`src/rtl/arithmetic_executor_if.sv`:
```
// Issue/result bundle for arithmetic_executor: operand selection and
// register-file inputs going in, completion pulse, result bytes and status coming out.
interface arithmetic_executor_if;
    logic       start;
    logic [2:0] alu_sel;
    logic       acc_sel;
    logic [1:0] alu_b_sel;
    logic [3:0] destination_reg_flag;
    logic [7:0] acc_in;
    logic [7:0] b_in;
    logic [7:0] c_in;
    logic [7:0] d_in;
    logic [7:0] imm_in;
    logic       ready;
    logic       done;
    logic [7:0] result;
    logic [7:0] result_hi;
    logic [3:0] wr_en;
    logic       carry;
    logic       zero;
    logic       dz_err;
    logic       illegal;

    modport master (
        output start, alu_sel, acc_sel, alu_b_sel, destination_reg_flag,
               acc_in, b_in, c_in, d_in, imm_in,
        input  ready, done, result, result_hi, wr_en, carry, zero, dz_err, illegal
    );

    modport slave (
        input  start, alu_sel, acc_sel, alu_b_sel, destination_reg_flag,
               acc_in, b_in, c_in, d_in, imm_in,
        output ready, done, result, result_hi, wr_en, carry, zero, dz_err, illegal
    );
endinterface

```
`src/rtl/arithmetic_executor.sv`:
```
// 8-bit arithmetic executor: single-cycle ADD/SUB, 8-iteration shift-add MUL
// and restoring DIV, with one-cycle done pulse and register write strobe.
module arithmetic_executor (
    input  logic                  clk,
    input  logic                  rst_n,
    arithmetic_executor_if.slave  bus
);
    typedef enum logic [1:0] {IDLE, MUL, DIV, DONE} state_t;

    state_t      state_reg;
    logic [2:0]  count_reg;
    logic [7:0]  a_reg;
    logic [7:0]  b_reg;
    logic [7:0]  shift_reg;
    logic [15:0] acc_reg;
    logic [3:0]  dest_reg;

    logic [7:0]  result_reg;
    logic [7:0]  result_hi_reg;
    logic [3:0]  wr_en_reg;
    logic        done_reg;
    logic        carry_reg;
    logic        zero_reg;
    logic        dz_err_reg;
    logic        illegal_reg;

    logic [7:0]  op_a;
    logic [7:0]  op_b;
    logic [8:0]  sum_next;
    logic [8:0]  diff_next;
    logic [15:0] mul_acc_next;
    logic [8:0]  rem_shift;
    logic        q_bit;
    logic [8:0]  rem_next;
    logic [7:0]  quo_next;

    always_comb begin
        op_a = bus.acc_sel ? bus.imm_in : bus.acc_in;
        case (bus.alu_b_sel)
            2'b00:   op_b = bus.imm_in;
            2'b01:   op_b = bus.b_in;
            2'b10:   op_b = bus.c_in;
            default: op_b = bus.d_in;
        endcase
        sum_next  = {1'b0, op_a} + {1'b0, op_b};
        // bit 8 of the 9-bit difference is the borrow (A < B)
        diff_next = {1'b0, op_a} - {1'b0, op_b};
    end

    // One iteration step: MUL consumes multiplier bits MSB first; DIV shifts the
    // next dividend bit into the partial remainder and emits one quotient bit.
    always_comb begin
        mul_acc_next = {acc_reg[14:0], 1'b0} + (shift_reg[7] ? {8'h00, a_reg} : 16'h0000);
        rem_shift    = {acc_reg[7:0], shift_reg[7]};
        q_bit        = (rem_shift >= {1'b0, b_reg});
        rem_next     = q_bit ? (rem_shift - {1'b0, b_reg}) : rem_shift;
        quo_next     = {shift_reg[6:0], q_bit};
    end

    always_ff @(posedge clk) begin
        if (!rst_n) begin
            state_reg     <= IDLE;
            count_reg     <= 3'd0;
            a_reg         <= 8'h00;
            b_reg         <= 8'h00;
            shift_reg     <= 8'h00;
            acc_reg       <= 16'h0000;
            dest_reg      <= 4'h0;
            result_reg    <= 8'h00;
            result_hi_reg <= 8'h00;
            wr_en_reg     <= 4'h0;
            done_reg      <= 1'b0;
            carry_reg     <= 1'b0;
            zero_reg      <= 1'b0;
            dz_err_reg    <= 1'b0;
            illegal_reg   <= 1'b0;
        end else begin
            case (state_reg)
                IDLE: begin
                    done_reg  <= 1'b0;
                    wr_en_reg <= 4'h0;
                    if (bus.start) begin
                        dest_reg    <= bus.destination_reg_flag;
                        carry_reg   <= 1'b0;
                        zero_reg    <= 1'b0;
                        dz_err_reg  <= 1'b0;
                        illegal_reg <= 1'b0;
                        case (bus.alu_sel)
                            3'b000: begin
                                result_reg    <= sum_next[7:0];
                                result_hi_reg <= 8'h00;
                                carry_reg     <= sum_next[8];
                                zero_reg      <= (sum_next[7:0] == 8'h00);
                                wr_en_reg     <= bus.destination_reg_flag;
                                done_reg      <= 1'b1;
                                state_reg     <= DONE;
                            end
                            3'b001: begin
                                result_reg    <= diff_next[7:0];
                                result_hi_reg <= 8'h00;
                                carry_reg     <= diff_next[8];
                                zero_reg      <= (diff_next[7:0] == 8'h00);
                                wr_en_reg     <= bus.destination_reg_flag;
                                done_reg      <= 1'b1;
                                state_reg     <= DONE;
                            end
                            3'b010: begin
                                a_reg     <= op_a;
                                shift_reg <= op_b;
                                acc_reg   <= 16'h0000;
                                count_reg <= 3'd7;
                                state_reg <= MUL;
                            end
                            3'b011: begin
                                if (op_b == 8'h00) begin
                                    result_reg    <= 8'hFF;
                                    result_hi_reg <= op_a;
                                    dz_err_reg    <= 1'b1;
                                    done_reg      <= 1'b1;
                                    state_reg     <= DONE;
                                end else begin
                                    b_reg     <= op_b;
                                    shift_reg <= op_a;
                                    acc_reg   <= 16'h0000;
                                    count_reg <= 3'd7;
                                    state_reg <= DIV;
                                end
                            end
                            default: begin
                                result_reg    <= 8'h00;
                                result_hi_reg <= 8'h00;
                                illegal_reg   <= 1'b1;
                                done_reg      <= 1'b1;
                                state_reg     <= DONE;
                            end
                        endcase
                    end
                end
                MUL: begin
                    acc_reg   <= mul_acc_next;
                    shift_reg <= {shift_reg[6:0], 1'b0};
                    count_reg <= count_reg - 3'd1;
                    if (count_reg == 3'd0) begin
                        result_reg    <= mul_acc_next[7:0];
                        result_hi_reg <= mul_acc_next[15:8];
                        carry_reg     <= |mul_acc_next[15:8];
                        zero_reg      <= (mul_acc_next[7:0] == 8'h00);
                        wr_en_reg     <= dest_reg;
                        done_reg      <= 1'b1;
                        state_reg     <= DONE;
                    end
                end
                DIV: begin
                    acc_reg   <= {8'h00, rem_next[7:0]};
                    shift_reg <= quo_next;
                    count_reg <= count_reg - 3'd1;
                    if (count_reg == 3'd0) begin
                        result_reg    <= quo_next;
                        result_hi_reg <= rem_next[7:0];
                        zero_reg      <= (quo_next == 8'h00);
                        wr_en_reg     <= dest_reg;
                        done_reg      <= 1'b1;
                        state_reg     <= DONE;
                    end
                end
                DONE: begin
                    done_reg  <= 1'b0;
                    wr_en_reg <= 4'h0;
                    state_reg <= IDLE;
                end
                default: state_reg <= IDLE;
            endcase
        end
    end

    assign bus.ready     = (state_reg == IDLE);
    assign bus.done      = done_reg;
    assign bus.result    = result_reg;
    assign bus.result_hi = result_hi_reg;
    assign bus.wr_en     = wr_en_reg;
    assign bus.carry     = carry_reg;
    assign bus.zero      = zero_reg;
    assign bus.dz_err    = dz_err_reg;
    assign bus.illegal   = illegal_reg;
endmodule

```
`src/flat_wrapper.sv`:
```
// flat-port wrapper written by rule: the top's interface ports become plain ports
module arithmetic_executor_flat 
  (clk, rst_n, bus_start, bus_alu_sel, bus_acc_sel, bus_alu_b_sel, bus_destination_reg_flag, bus_acc_in, bus_b_in, bus_c_in, bus_d_in, bus_imm_in, bus_ready, bus_done, bus_result, bus_result_hi, bus_wr_en, bus_carry, bus_zero, bus_dz_err, bus_illegal);
  arithmetic_executor_if bus_i ();
  input  logic clk;
  input  logic rst_n;
  input wire logic [$bits(bus_i.start)-1:0] bus_start;
  input wire logic [$bits(bus_i.alu_sel)-1:0] bus_alu_sel;
  input wire logic [$bits(bus_i.acc_sel)-1:0] bus_acc_sel;
  input wire logic [$bits(bus_i.alu_b_sel)-1:0] bus_alu_b_sel;
  input wire logic [$bits(bus_i.destination_reg_flag)-1:0] bus_destination_reg_flag;
  input wire logic [$bits(bus_i.acc_in)-1:0] bus_acc_in;
  input wire logic [$bits(bus_i.b_in)-1:0] bus_b_in;
  input wire logic [$bits(bus_i.c_in)-1:0] bus_c_in;
  input wire logic [$bits(bus_i.d_in)-1:0] bus_d_in;
  input wire logic [$bits(bus_i.imm_in)-1:0] bus_imm_in;
  output wire logic [$bits(bus_i.ready)-1:0] bus_ready;
  output wire logic [$bits(bus_i.done)-1:0] bus_done;
  output wire logic [$bits(bus_i.result)-1:0] bus_result;
  output wire logic [$bits(bus_i.result_hi)-1:0] bus_result_hi;
  output wire logic [$bits(bus_i.wr_en)-1:0] bus_wr_en;
  output wire logic [$bits(bus_i.carry)-1:0] bus_carry;
  output wire logic [$bits(bus_i.zero)-1:0] bus_zero;
  output wire logic [$bits(bus_i.dz_err)-1:0] bus_dz_err;
  output wire logic [$bits(bus_i.illegal)-1:0] bus_illegal;
  assign bus_i.start = bus_start;
  assign bus_i.alu_sel = bus_alu_sel;
  assign bus_i.acc_sel = bus_acc_sel;
  assign bus_i.alu_b_sel = bus_alu_b_sel;
  assign bus_i.destination_reg_flag = bus_destination_reg_flag;
  assign bus_i.acc_in = bus_acc_in;
  assign bus_i.b_in = bus_b_in;
  assign bus_i.c_in = bus_c_in;
  assign bus_i.d_in = bus_d_in;
  assign bus_i.imm_in = bus_imm_in;
  assign bus_ready = bus_i.ready;
  assign bus_done = bus_i.done;
  assign bus_result = bus_i.result;
  assign bus_result_hi = bus_i.result_hi;
  assign bus_wr_en = bus_i.wr_en;
  assign bus_carry = bus_i.carry;
  assign bus_zero = bus_i.zero;
  assign bus_dz_err = bus_i.dz_err;
  assign bus_illegal = bus_i.illegal;
  arithmetic_executor u_core (.clk(clk), .rst_n(rst_n), .bus(bus_i));
endmodule
```
`config.mk`:
```
export PLATFORM = sky130hd
export DESIGN_NAME = arithmetic_executor_flat
export DESIGN_NICKNAME = d
export VERILOG_FILES = /design/src/rtl/arithmetic_executor_if.sv /design/src/rtl/arithmetic_executor.sv /design/src/flat_wrapper.sv
export SDC_FILE = /design/constraint.sdc
export NUM_CORES = 1
export LEC_CHECK = 0
export BUFFER_PORTS_ARGS = -buffer_cell sky130_fd_sc_hd__buf_2
export CORE_UTILIZATION = 44
export CTS_CLUSTER_SIZE = 20
export DETAILED_ROUTE_END_ITERATION = 8
export SLEW_MARGIN = 20
export SYNTH_ARGS = -nofsm -noshare
export SYNTH_HDL_FRONTEND = slang
export SYNTH_SLANG_ARGS = --single-unit
```
`constraint.sdc`:
```
create_clock -name clk -period 4.2 [get_ports clk]
set_input_delay 0.84 -clock clk [delete_from_list [all_inputs] [get_ports clk]]
set_output_delay 0.84 -clock clk [all_outputs]
set_load 0.005 [all_outputs]
```
==> results.md <==
- First-pass iteration count of the detailed router: 5
- WP data required: 4420 ps
- Most numerous cell in the Yosys netlist: nor2_1
- Synth top area share: 26.2%
- Number of port buffers: 78
- All-Layer GR Usage: 29.3%
- Main synth FF type: dfxtp_1
- Area Overhead vs Synth: 14.9%
- Starting Density: a little under half
- Setup Buffers After CTS: 0
- Routed WL: 18400 um
- Syn avg cell area: 7.84 um^2
- Setup Skew: 4.43 ps
- Routability cong.: 0.965
- Rel. slew slack: 39.3%
- Layout cells sized above 1: 17.0%
- Vias: about 5800
- Sw frac: 44.1%
- Synth area leaders: dfxtp_1 (26%), ha_1 (8.3%), nor2_1 (6.2%), a21oi_1 (4.0%), nand2_1 (3.7%)
- Pre-CTS setup slack: 474 ps
- Status: finished, final reports clean
- Cell Area, Placed: 0.00608 mm^2
- Clock tree buffer depth: 2
- DRT antenna net count: 0
- Hold Path Class: flip-flop to flip-flop
- Max reg flops: 15
- Row count: 40
- RSZ-0062 raised after global routing: false
- Internal: 2.00 mW
- Ys async rst share: 0%
- Post-synthesis cell type count: 70
- Drt via density: a little over 6
- Post-route cell area: 0.00640 mm^2
- Final setup TNS: 0 ps
- Post-CTS Resized: 0
- Peak supply drop: approximately 0.23 mV
- WP data arrival: 3600 ps
- Leading area contributor after synthesis: dfxtp_1
- Ports: 79
- Syn Nets: 805
- Clock sinks: 73
- Vias in the first global route: 5480
- Total CTS buffers: 9
- Fmax: 295 MHz
- CTS clk-pin slew, worst paths: around 60 ps
- Sequential-to-total area share from yosys stat: 26.2%
- P_sw: between 1.5 and 2 mW
- H-tree depth: 3
- DIE AREA: 0.0131 mm^2
- Flops & latches, synth: 73
- Final worst slack: 815 ps
- WS Path Type: input pin to flip-flop
- Yosys warning count: 0
- Synth cell count leaders: nor2_1 (92), dfxtp_1 (73), nand2_1 (55)
- Drt wl/cell: 19.5 um
- Period minus WS final: 3380 ps
- Diode count: 0
- Synthesized cell area: roughly 0.0056 mm^2
- Final net count: 865
- Post-Synthesis Cells: 711
- Remaining DRCs: 0
- Comb pwr share: 48.6%
- Overflow after GRT: 0
- DPL Wire Length: 14000 um
- Core area: about 0.012 mm^2
- Worst-Margin Slew: 907 ps
- Largest net degree at the start of global routing: 32
- DRT iter0 DRCs: 502
- Die width: 115 um
- Global-route wire length before repair: 29500 um
- LEAKAGE: 2.56 nW
- Sequential power share: 27.9%
- Die extent in y: roughly 110 um
- Crit. End Element: flip-flop
- Fin crit share: 80.6%
- CTS tree: built
- Max-capacitance violation count: 0
- Final Hold Fails: 0
- Startpoint class of the critical path: input pin
- CP max FO: 8
- CTS root buffer: clkbuf_16
- Initial antenna violation count: 0
- PwrDens: ~560 mW/mm^2
- Clock Latency Late Sink: 340 ps
- Final Setup Violations: 0
- Clock Power Share: 23.5%
- Slew Limit Fails: 0
- Post-synth EDFFs: 0
- Post-CTS Hold Buffers: 0
==> final timing paths <==
| path | cells after the start | end | slack (ps) | start |
|---|---|---|---|---|
| setup reg to reg | 8 | u_core.bus.result_hi[6] | 1180 | u_core.acc_reg[1] |
| hold / removal | 2 | u_core.bus.result_hi[1] | 450 | u_core.bus.result_hi[1] |
| setup / recovery | 11 | u_core.bus.carry | 820 | bus_alu_b_sel[0] |
| hold reg to reg | 2 | u_core.bus.result_hi[1] | 450 | u_core.bus.result_hi[1] |
==> cell type report <==
cell class / instances / area (um^2)
Inverter: 39 / 146
Clock inverter: 7 / 95.1
Tap cell: 168 / 210
Sequential cell: 73 / 1460
Multi-Input combinational cell: 558 / 3780
Fill cell: 1186 / 5760
Clock buffer: 9 / 225
Timing Repair Buffer: 90 / 480
==> critical path: stages <==
cell      delay, ps
buf_2           210
mux4_2          620
ha_1            230
fa_1            410
nor3_1          200
o311ai_0        200
nand4b_1        150
a21oi_1          70
o21ai_0         400
a31o_2          220
a21oi_1          40
==> kinds of logic (layout without fill, tap and decap cells) <==
kind of cell | Yosys count | count (layout) | synth area share [%]
adders and majority gates | 41 | 41 | 9.74
AOI/OAI and AO/OA | 196 | 196 | 23.9
DFF | 73 | 73 | 26.2
xor gates and xnor gates | 28 | 28 | 4.40
muxes | 32 | 32 | 7.66
buffers and inverters | 80 | 145 | 5.88
and+or+nand+nor | 261 | 261 | 22.2
==> per-layer routing <==
metal | share of wire [%] | track usage [%] | vias to the layer above
li1 | - | - | 2713
met1 | 44 | 39.2 | 2769
met3 | 6.5 | 3.81 | 47
met4 | 3.9 | 13.4 | 0
met5 | 0 | 0 | -
met2 | 45 | 46.9 | 263
==> power groups by stage <==
| stage | registers (mW) | logic (mW) | clock network (mW) |
|---|---|---|---|
| detailed placement | 1.01 | 1.71 | 0 |
| global placement | 0.998 | 1.70 | 0 |
| CTS | 0.992 | 1.72 | 0.843 |
| finish | 0.995 | 1.74 | 0.837 |
| global route | 1.01 | 1.92 | 0.873 |
| floorplan | 0.970 | 1.21 | 0 |
==> stage by stage <==
stage	cells	hold WS (ps)	power (mW)	utilization [%]
after global placement	928	441	2.69	50.0
final	944	454	3.57	52.6
after detailed placement	928	450	2.71	50.0
after CTS	944	458	3.56	52.6
after global routing	944	482	3.80	52.6
after floorplan	711	436	2.18	-
==> placed cells by master (no fill, tap or decap), drive strengths merged, types with 20 or more instances in the layout <==
cell    count
nor2       94
a211oi     20
a21oi      45
buf        90
inv        38
nor3       31
o21ai      36
dfxtp      73
nand2      55
nand3      26
ha         37
(Power assumes the default switching activity.)
